[src/rtl/hilo_div_seq_pkg.sv]
// Purpose : shared types and constants for the HI/LO divide sequencer.
// Latency : n/a (declarations only).
// Backpressure: n/a.
package hilo_div_seq_pkg;

  // Default operand width; the HI/LO result is twice this wide.
  localparam int unsigned DivWidth = 32;

  localparam logic [DivWidth-1:0] ZeroWord = '0;

  // Levels on start_i as driven by EX.
  localparam logic DivStart = 1'b1;
  localparam logic DivStop  = 1'b0;

  typedef enum logic [1:0] {
    ST_IDLE = 2'b00,
    ST_ZERO = 2'b01,
    ST_RUN  = 2'b10,
    ST_DONE = 2'b11
  } div_state_e;

endpackage

[src/rtl/hilo_div_seq_div_step.sv]
// Purpose : one radix-2 restoring divide iteration on the {rem,quo} pair.
// Latency : combinational.
// Backpressure: none.
// Ports   : pair = {rem,quo} in, divisor = unsigned divisor magnitude,
//           pair_next = {rem,quo} after one shift/trial-subtract step.
module div_step #(
  parameter int unsigned WIDTH = 32
) (
  input  logic [2*WIDTH-1:0] pair,
  input  logic [WIDTH-1:0]   divisor,
  output logic [2*WIDTH-1:0] pair_next
);

  // After the left shift the upper WIDTH+1 bits are {rem, quo msb}.
  logic [WIDTH:0]   part;
  logic [WIDTH-1:0] quo_sh;
  // One extra bit so the borrow shows up as a sign bit.
  logic [WIDTH+1:0] trial;
  // rem < divisor holds on entry, so a committed difference fits in WIDTH
  // bits and its bit WIDTH is always zero.
  logic             unused_trial_msb;

  assign part             = pair[2*WIDTH-1:WIDTH-1];
  assign quo_sh           = {pair[WIDTH-2:0], 1'b0};
  assign trial            = {1'b0, part} - {2'b00, divisor};
  assign unused_trial_msb = trial[WIDTH];

  always_comb begin
    pair_next = {part[WIDTH-1:0], quo_sh};
    if (!trial[WIDTH+1]) begin
      pair_next = {trial[WIDTH-1:0], quo_sh[WIDTH-1:1], 1'b1};
    end
  end

endmodule

[src/rtl/hilo_div_seq.sv]
// Purpose : sequences DIV/DIVU into the HI/LO pair (remainder->HI, quotient->LO).
// Latency : WIDTH+1 cycles from the sampling edge to ready_o (2 for a zero divisor).
// Backpressure: stalls the pipeline while busy; holds DONE until EX drops start_i.
// Ports   : start_i/annul_i/signed_i/opdata1_i/opdata2_i from EX;
//           stallreq_o to the pipeline controller; ready_o, hi_o, lo_o,
//           hilo_we_o towards the MEM/WB HI/LO write port.
module hilo_div_seq
  import hilo_div_seq_pkg::*;
#(
  parameter int unsigned WIDTH = DivWidth
) (
  input  logic             clk,
  input  logic             rst_n,
  input  logic             start_i,
  input  logic             annul_i,
  input  logic             signed_i,
  input  logic [WIDTH-1:0] opdata1_i,
  input  logic [WIDTH-1:0] opdata2_i,
  output logic             stallreq_o,
  output logic             ready_o,
  output logic [WIDTH-1:0] hi_o,
  output logic [WIDTH-1:0] lo_o,
  output logic             hilo_we_o
);

  localparam int unsigned CntW = $clog2(WIDTH);

  div_state_e           state, state_d;
  logic [2*WIDTH-1:0]   pair;
  logic [2*WIDTH-1:0]   pair_next;
  logic [WIDTH-1:0]     divisor_q;
  logic [CntW-1:0]      cnt;
  logic                 neg_quo, neg_rem;
  logic                 first_done;

  logic                 go;
  logic                 div_zero;
  logic [WIDTH-1:0]     abs_a, abs_b;
  logic [WIDTH-1:0]     quo_fix, rem_fix;

  assign go       = (start_i == DivStart) && !annul_i;
  assign div_zero = (opdata2_i == '0);

  // The most negative value negates to itself, which read as unsigned is
  // exactly its magnitude, so no special case is needed.
  assign abs_a = (signed_i && opdata1_i[WIDTH-1]) ? -opdata1_i : opdata1_i;
  assign abs_b = (signed_i && opdata2_i[WIDTH-1]) ? -opdata2_i : opdata2_i;

  assign quo_fix = neg_quo ? -pair[WIDTH-1:0]       : pair[WIDTH-1:0];
  assign rem_fix = neg_rem ? -pair[2*WIDTH-1:WIDTH] : pair[2*WIDTH-1:WIDTH];

  div_step #(.WIDTH(WIDTH)) u_step (
    .pair      (pair),
    .divisor   (divisor_q),
    .pair_next (pair_next)
  );

  always_ff @(posedge clk or negedge rst_n) begin
    if (!rst_n) begin
      state <= ST_IDLE;
    end else begin
      state <= state_d;
    end
  end

  always_comb begin
    state_d    = state;
    stallreq_o = 1'b0;
    ready_o    = 1'b0;
    hilo_we_o  = 1'b0;
    hi_o       = '0;
    lo_o       = '0;
    case (state)
      ST_IDLE: begin
        stallreq_o = go;
        if (go) begin
          state_d = div_zero ? ST_ZERO : ST_RUN;
        end
      end
      ST_ZERO: begin
        stallreq_o = 1'b1;
        state_d    = annul_i ? ST_IDLE : ST_DONE;
      end
      ST_RUN: begin
        stallreq_o = 1'b1;
        if (annul_i) begin
          state_d = ST_IDLE;
        end else if (cnt == CntW'(WIDTH-1)) begin
          state_d = ST_DONE;
        end
      end
      ST_DONE: begin
        ready_o   = 1'b1;
        hilo_we_o = first_done;
        hi_o      = rem_fix;
        lo_o      = quo_fix;
        if (annul_i || start_i == DivStop) begin
          state_d = ST_IDLE;
        end
      end
      default: state_d = ST_IDLE;
    endcase
  end

  always_ff @(posedge clk or negedge rst_n) begin
    if (!rst_n) begin
      pair       <= '0;
      divisor_q  <= '0;
      cnt        <= '0;
      neg_quo    <= 1'b0;
      neg_rem    <= 1'b0;
      first_done <= 1'b0;
    end else begin
      // Write strobe is armed only on the edge that enters DONE.
      first_done <= (state_d == ST_DONE) && (state != ST_DONE);
      case (state)
        ST_IDLE: begin
          if (go) begin
            cnt <= '0;
            if (div_zero) begin
              pair    <= '0;
              neg_quo <= 1'b0;
              neg_rem <= 1'b0;
            end else begin
              pair      <= {{WIDTH{1'b0}}, abs_a};
              divisor_q <= abs_b;
              neg_quo   <= signed_i && (opdata1_i[WIDTH-1] ^ opdata2_i[WIDTH-1]);
              neg_rem   <= signed_i && opdata1_i[WIDTH-1];
            end
          end
        end
        ST_RUN: begin
          pair <= pair_next;
          cnt  <= cnt + 1'b1;
        end
        default: ;
      endcase
    end
  end

endmodule

[config.mk]
export PLATFORM = sky130hd
export DESIGN_NAME = hilo_div_seq
export DESIGN_NICKNAME = d
export VERILOG_FILES = /design/src/rtl/hilo_div_seq_pkg.sv /design/src/rtl/hilo_div_seq_div_step.sv /design/src/rtl/hilo_div_seq.sv
export SDC_FILE = /design/constraint.sdc
export NUM_CORES = 1
export LEC_CHECK = 0
export ABC_AREA = 1
export ABC_CLOCK_PERIOD_IN_PS = 2550
export BUFFER_PORTS_ARGS = -buffer_cell sky130_fd_sc_hd__clkbuf_2
export CORE_MARGIN = 2
export CORE_UTILIZATION = 35
export CTS_CLUSTER_DIAMETER = 80
export DETAILED_ROUTE_END_ITERATION = 6
export PLACE_DENSITY_LB_ADDON = 0.25
export SYNTH_ARGS = -nofsm -noshare
export SYNTH_HDL_FRONTEND = slang
export SYNTH_SLANG_ARGS = --single-unit
[constraint.sdc]
create_clock -name clk -period 2.55 [get_ports clk]
set_input_delay 0.51 -clock clk [delete_from_list [all_inputs] [get_ports clk]]
set_output_delay 0.51 -clock clk [all_outputs]
set_load 0.1 [all_outputs]
==> results of run 1 <==
metal layers:
metal | vias up | global-route usage | part of all wire
li1 | 6443 | - | -
met1 | 6118 | 0.362 | 0.47
met2 | 361 | 0.422 | 0.46
met3 | 65 | 0.0257 | 0.044
met4 | 0 | 0.0761 | 0.024
met5 | - | 0 | 0
placed cells by master, fill, tap and decap left out, types with 22 or more instances in the layout:
| master | n |
|---|---|
| o21ai_0 | 50 |
| a21oi_4 | 22 |
| o21ai_1 | 35 |
| buf_12 | 70 |
| ha_1 | 39 |
| xor2_1 | 35 |
| o22ai_1 | 25 |
| nand3_1 | 147 |
| nand4_1 | 29 |
| inv_2 | 32 |
| inv_1 | 260 |
| clkbuf_2 | 71 |
| nand2_2 | 43 |
| nand2_1 | 491 |
| o21ai_2 | 22 |
| xnor2_1 | 22 |
| nor2_1 | 153 |
| a21oi_1 | 40 |
| dfrtp_1 | 94 |
| buf_4 | 126 |
| nor3_1 | 33 |
| nor2_2 | 22 |
| nor2_4 | 42 |
through the flow:
step	hold slack (ns)	total power [mW]	TNS, ns	cell area (µm²)
after floorplan	0.214	15.0	-1.85	11800
after global placement	0.466	20.3	0	14300
after detailed placement	0.469	20.4	0	14300
after CTS	0.106	22.9	-7.96	15400
after global routing	0.123	25.8	-15.65	16000
final	0.0912	23.9	-10.93	16000
worst max-delay path: stages, from the launching register on:
cell and delay, ns:
dfrtp_1 0.40, inv_2 0.10, ha_4 0.15, inv_4 0.04, nor3_4 0.15, nand2_2 0.11, nor2_4 0.17, nand3_4 0.12
nor3_4 0.25, buf_4 0.15, nor2_2 0.03, o21ai_2 0.15, nor2_4 0.06, buf_12 0.17
worst paths after layout:
| check | start | to | cells after the start |
|---|---|---|---|
| worst max-delay path | pair[32] | hi_o[20] | 13 |
| worst min-delay path | rst_n | pair[44] | 1 |
| worst max register to register | pair[34] | pair[43] | 15 |
| worst min register to register | divisor_q[9] | divisor_q[9] | 2 |
| max in group asynchronous | rst_n | pair[37] | 2 |
| min in group clk | opdata2_i[31] | divisor_q[31] | 3 |
repair_timing:
| item | in CTS | in global routing |
|---|---|---|
| gates cloned | 0 | 1 |
| pin swaps | 36 | 43 |
| setup endpoints to repair | 49 | 65 |
| gates resized for setup | 145 | 104 |
| setup buffers | 36 | 30 |
power breakdown:
| group | total [mW] | switching [mW] | internal [mW] |
|---|---|---|---|
| combinational | 19.0 | 12.2 | 6.73 |
| sequential | 3.36 | 0.882 | 2.47 |
| clock | 1.55 | 0.828 | 0.722 |
synth_stat cells (7+ instances only):
| cell | instances |
|---|---|
| o21bai_1 | 21 |
| inv_2 | 16 |
| nor2_1 | 201 |
| xnor2_1 | 22 |
| o22ai_1 | 25 |
| nand2_2 | 13 |
| ha_1 | 42 |
| nand4_1 | 29 |
| inv_1 | 280 |
| buf_6 | 8 |
| clkbuf_1 | 20 |
| buf_2 | 14 |
| nor3_1 | 54 |
| xor2_1 | 35 |
| nand2_1 | 531 |
| nor2_4 | 9 |
| nor2_2 | 7 |
| nand3_1 | 170 |
| dfrtp_1 | 106 |
| a21oi_1 | 79 |
| o21ai_1 | 30 |
| o21ai_0 | 81 |
flip-flops by register name, summed over array words and instances, names as in the netlist:
register / cells
neg_quo: 1
neg_rem: 1
state: 2
pair: 64
divisor_q: 32
first_done: 1
cnt: 5
kinds of logic after synthesis:
family,Yosys count,synth area share
AO/OA/AOI/OAI,261,0.132
AND/OR/NAND/NOR,1045,0.411
XOR/XNOR,57,0.0448
flip-flops,106,0.238
adder cells (fa/ha/maj),43,0.0489
buffers and inverters,346,0.125
final cells by class:
class / count / area share
multi-input cells: 1407 / 0.529
clock buffers: 9 / 0.0141
repair buffers: 285 / 0.182
clock inverters: 7 / 0.00603
inverters: 297 / 0.0705
well taps: 402 / 0.0315
flip-flops and latches: 106 / 0.167
==> impl_metrics.tcl, run 1 <==
set metrics [dict create \
    status "finished, violations left" \
    violations "negative setup slack" \
    clock_latency_ns 0.38 \
    period_share 1.15 \
    grt_antenna_before_repair 0 \
    cp.required_ns 2.04 \
    maxSlewViolCount 0 \
    synth_edf_count 0 \
    grt_pass1_vias 12500 \
    first_iter_violations 872 \
    synth-main-ff-cell "dfrtp_1" \
    clockRootBuffer "clkbuf_16" \
    track_usage 0.259 \
    worstPathMaxFanout 3 \
    dr.pass1.iters 5 \
    ys_seq_area_frac 0.238 \
    clk_pin_slew_ns 0.10 \
    cap_violations 0 \
    final_cells 2513 \
    p_leak_nw 7.67 \
    layout-drive-gt1-share 0.288 \
    critPathKind "reg2out" \
    tightest_slew_ns 0.721 \
    hold_viol_final 0 \
    routedWlPerCell_um 17.1 \
    finClkSkew_ns 0.0184 \
    routabilityCongestion 0.946 \
    slew_headroom 0.519 \
    rows 65 \
    area_growth_pct 43.2 \
    yosys.area.top_type_share 0.238 \
    dieHeight_um 183 \
    end_kind "primary output" \
    numCtsBuffers 9 \
    cts_sinks 106 \
    detail-route-antenna-nets 0 \
    grt_first_pass_wirelength_um 67300 \
    syn_nets 1970 \
    ir_worst_vdd_mv 1.25 \
    period_minus_slack_ns 2.93 \
    routed_wl_um 43000 \
    holdBufCountCts 0 \
    worst_slack_ns -0.381 \
    cts.path.max_buffers 2 \
    htreeDepth 3 \
    synth_cell_type_count 50 \
    die_area_um2 33300 \
    num-fill-cells 3153 \
    io_buffers 135 \
    io_pins 136 \
    seq_area_um2 2670 \
    initial_utilization 0.354 \
    final_core_util 0.507 \
    vias 13000 \
    avgSynthCellArea_um2 6.00 \
    synth-async-reset-ratio 1.00 \
    die_x_um 183 \
    vias_per_cell 5.17 \
    postSynthCellCount 1858 \
    cellPowerDensity_nw_per_um2 1500 \
    r2r_slack_ns 0.14 \
    cts_tree "built" \
    yosysTopAreaCell "dfrtp_1" \
    hp-class "in2async" \
    rsz0062_at_grt "true" \
    nNetsFinal 2218 \
    n_antenna_cell 0 \
    critPathArrivalTime_ns 2.42 \
    synth-seq-cells 106 \
    dp_hpwl_um 34100 \
    yosys_warnings 0 \
    fmaxAchievable_mhz 341 \
    core_um2 31500 \
    place_ws_ns 0.00615 \
    worstSetupStartpointType "register" \
    final-setup-viol-count 47 \
    grt_start_max_net_pins 39 \
    drc 0 \
    syn_area_um2 11200 \
    grt_overflow 0 \
    dp_cells 2432 \
    synth_area_leaders "dfrtp_1, nand2_1, inv_1" \
    multi_input_area_um2 8450 \
]
Power figures use the tool's default switching activity.
==> run 2: changes to the inputs <==
--- a/config.mk
+++ b/config.mk
@@ -7,7 +7,7 @@
 export LEC_CHECK = 0
 export ABC_AREA = 1
 export ABC_CLOCK_PERIOD_IN_PS = 2550
-export BUFFER_PORTS_ARGS = -buffer_cell sky130_fd_sc_hd__clkbuf_2
+export BUFFER_PORTS_ARGS = -buffer_cell sky130_fd_sc_hd__buf_4
 export CORE_MARGIN = 2
 export CORE_UTILIZATION = 35
 export CTS_CLUSTER_DIAMETER = 80
==> run 2 against run 1 <==
Against the previous run:
- critical endpoint is now hi_o[30]
- fmax shrank 0.53%
- die area unchanged
- design area fell by 2.1%
- sequential power down 1%
- the run still ends with negative setup slack left
- critical path type unchanged
- highest routed layer unchanged
- register-to-register slack hardly changed
- core utilization decreased by 1.1 points
- total power shrank 2.1%
==> impl_metrics.tcl, run 2 (synthesis gave the netlist of run 1 again) <==
set metrics [dict create \
    critPathArrivalTime_ns 2.44 \
    p_switching_mw 13.7 \
    rows 65 \
    reg_top3 "pair x64, divisor_q x32, cnt x5" \
    core_um2 31500 \
    cts.path.max_buffers 2 \
    end_kind "primary output" \
    n_antenna_cell 0 \
    htreeDepth 3 \
    crit_chain "inv_2, ha_4, inv_4, nor3_4, nand2_2, nor2_4, nand3_4, nand2_4, nand3_4, nor3_1, buf_4, nor2_4, buf_12" \
    reg2reg_depth 15 \
    critPathBufInv 4 \
    largest_register_ffs 64 \
    total_power_mw 23.4 \
    cellPowerDensity_nw_per_um2 1500 \
    drc 0 \
    hold_viol_final 0 \
    dpl-instance-area_um2 13900 \
    r2r_start "pair[55]" \
    die_x_um 183 \
    grt_pass1_vias 12700 \
    p_sw_frac 0.588 \
    internal_power_mw 9.65 \
    fmaxAchievable_mhz 339 \
    vias_per_cell 5.17 \
    r2r-end "pair[61]" \
    worst_slack_ns -0.397 \
    status "finished, violations left" \
    violations "negative setup slack" \
    io_pins 136 \
    dr.pass1.iters 6 \
    final-setup-viol-count 46 \
    cts_tree "built" \
    cap_violations 0 \
    holdBufCountCts 0 \
    ir_worst_vdd_mv 0.923 \
    area_growth_pct 40.2 \
    crit_family "simple AND/OR/NAND/NOR gates" \
    io_buffers 135 \
    vias 12900 \
    max_stage_delay_ns 0.40 \
    first_iter_violations 867 \
    final_common_cell "nand2_1" \
    final_cell_mix "nand2_1, inv_1, buf_4" \
    rsz0062_at_grt "true" \
    power_frac_seq 0.142 \
    p_leak_nw 7.54 \
    die_area_um2 33300 \
    tightest_slew_ns 0.743 \
    grt_first_pass_wirelength_um 66800 \
    dieHeight_um 183 \
    grt_overflow 0 \
    pwr-share-clk 0.065 \
    nNetsFinal 2198 \
    hp-class "in2async" \
    cp.required_ns 2.04 \
    maxSlewViolCount 0 \
    crit_slowest_cell "dfrtp_1" \
    worstSetupStartpointType "register" \
    detail-route-antenna-nets 0 \
    routedWlPerCell_um 17.0 \
    finClkSkew_ns 0.0155 \
    clock_latency_ns 0.38 \
    r2r_slack_ns 0.15 \
    power_frac_comb 0.793 \
    numCtsBuffers 9 \
    critPathKind "reg2out" \
    largest-register "pair" \
    startpoint "pair[33]" \
    clk_pin_slew_ns 0.09 \
    track_usage 0.256 \
    worstPathMaxFanout 4 \
    cts_sinks 106 \
    dp_hpwl_um 33700 \
    grt_start_max_net_pins 55 \
    layout-drive-gt1-share 0.270 \
    slew_headroom 0.504 \
    clockRootBuffer "clkbuf_16" \
    initial_utilization 0.354 \
    routabilityCongestion 0.962 \
    grt_antenna_before_repair 0 \
    period_share 1.16 \
    routed_wl_um 42500 \
    fin_area_um2 15600 \
    period_minus_slack_ns 2.95 \
]
## run 2: cell type report
class	count	area [µm²]
flip-flops and latches	106	2660
inverters	297	1120
clock inverters	6	66.3
clock buffers	10	239
fillers	3170	15800
repair buffers	266	2750
multi-input cells	1406	8300
well taps	402	503
## run 2: power groups by stage
| stage | clock [mW] | sequential [mW] | combinational, mW |
|---|---|---|---|
| after detailed placement | 0 | 3.27 | 16.6 |
| after floorplan | 0 | 3.02 | 12.0 |
| after global routing | 1.59 | 3.41 | 20.2 |
| after global placement | 0 | 3.24 | 16.4 |
| final | 1.51 | 3.32 | 18.5 |
| after CTS | 1.53 | 3.28 | 17.7 |
## run 2: how the worst max path moves through the flow
| stage | endpoint | cells after the start | slack [ns] |
|---|---|---|---|
| floorplan | hi_o[2] | 4 | -0.21 |
| global placement | hi_o[25] | 12 | -0.003 |
| detailed placement | hi_o[18] | 12 | -0.05 |
| CTS | hi_o[30] | 13 | -0.27 |
| global route | hi_o[30] | 13 | -0.47 |
| finish | hi_o[30] | 13 | -0.40 |
## run 2: through the flow
step | instances | hold slack [ns] | worst slack [ns] | util | TNS (ns)
floorplan | 1858 | 0.214 | -0.206 | - | -1.85
global placement | 2447 | 0.466 | -0.00321 | 0.441 | -0.00321
detailed placement | 2447 | 0.472 | -0.0497 | 0.441 | -0.195
CTS | 2471 | 0.0709 | -0.273 | 0.482 | -6.11
global route | 2493 | 0.0845 | -0.471 | 0.497 | -13.31
finish | 2493 | 0.0579 | -0.397 | 0.497 | -8.45
## run 2: repair_timing
item                                    in CTS  in global routing
pin swaps                                   27                 34
buffers inserted                             9                 23
gates resized for setup                    251                 97
endpoints found under the setup margin      51                 59
hold endpoints to repair                     0                  0
## run 2: per-layer routing
layer / vias to the layer above / global-route usage / wire length, µm
li1: 6405 / - / -
met1: 6044 / 0.352 / 19400
met2: 386 / 0.415 / 19400
met3: 63 / 0.0343 / 2320
met4: 0 / 0.0865 / 1300
met5: - / 0 / 0
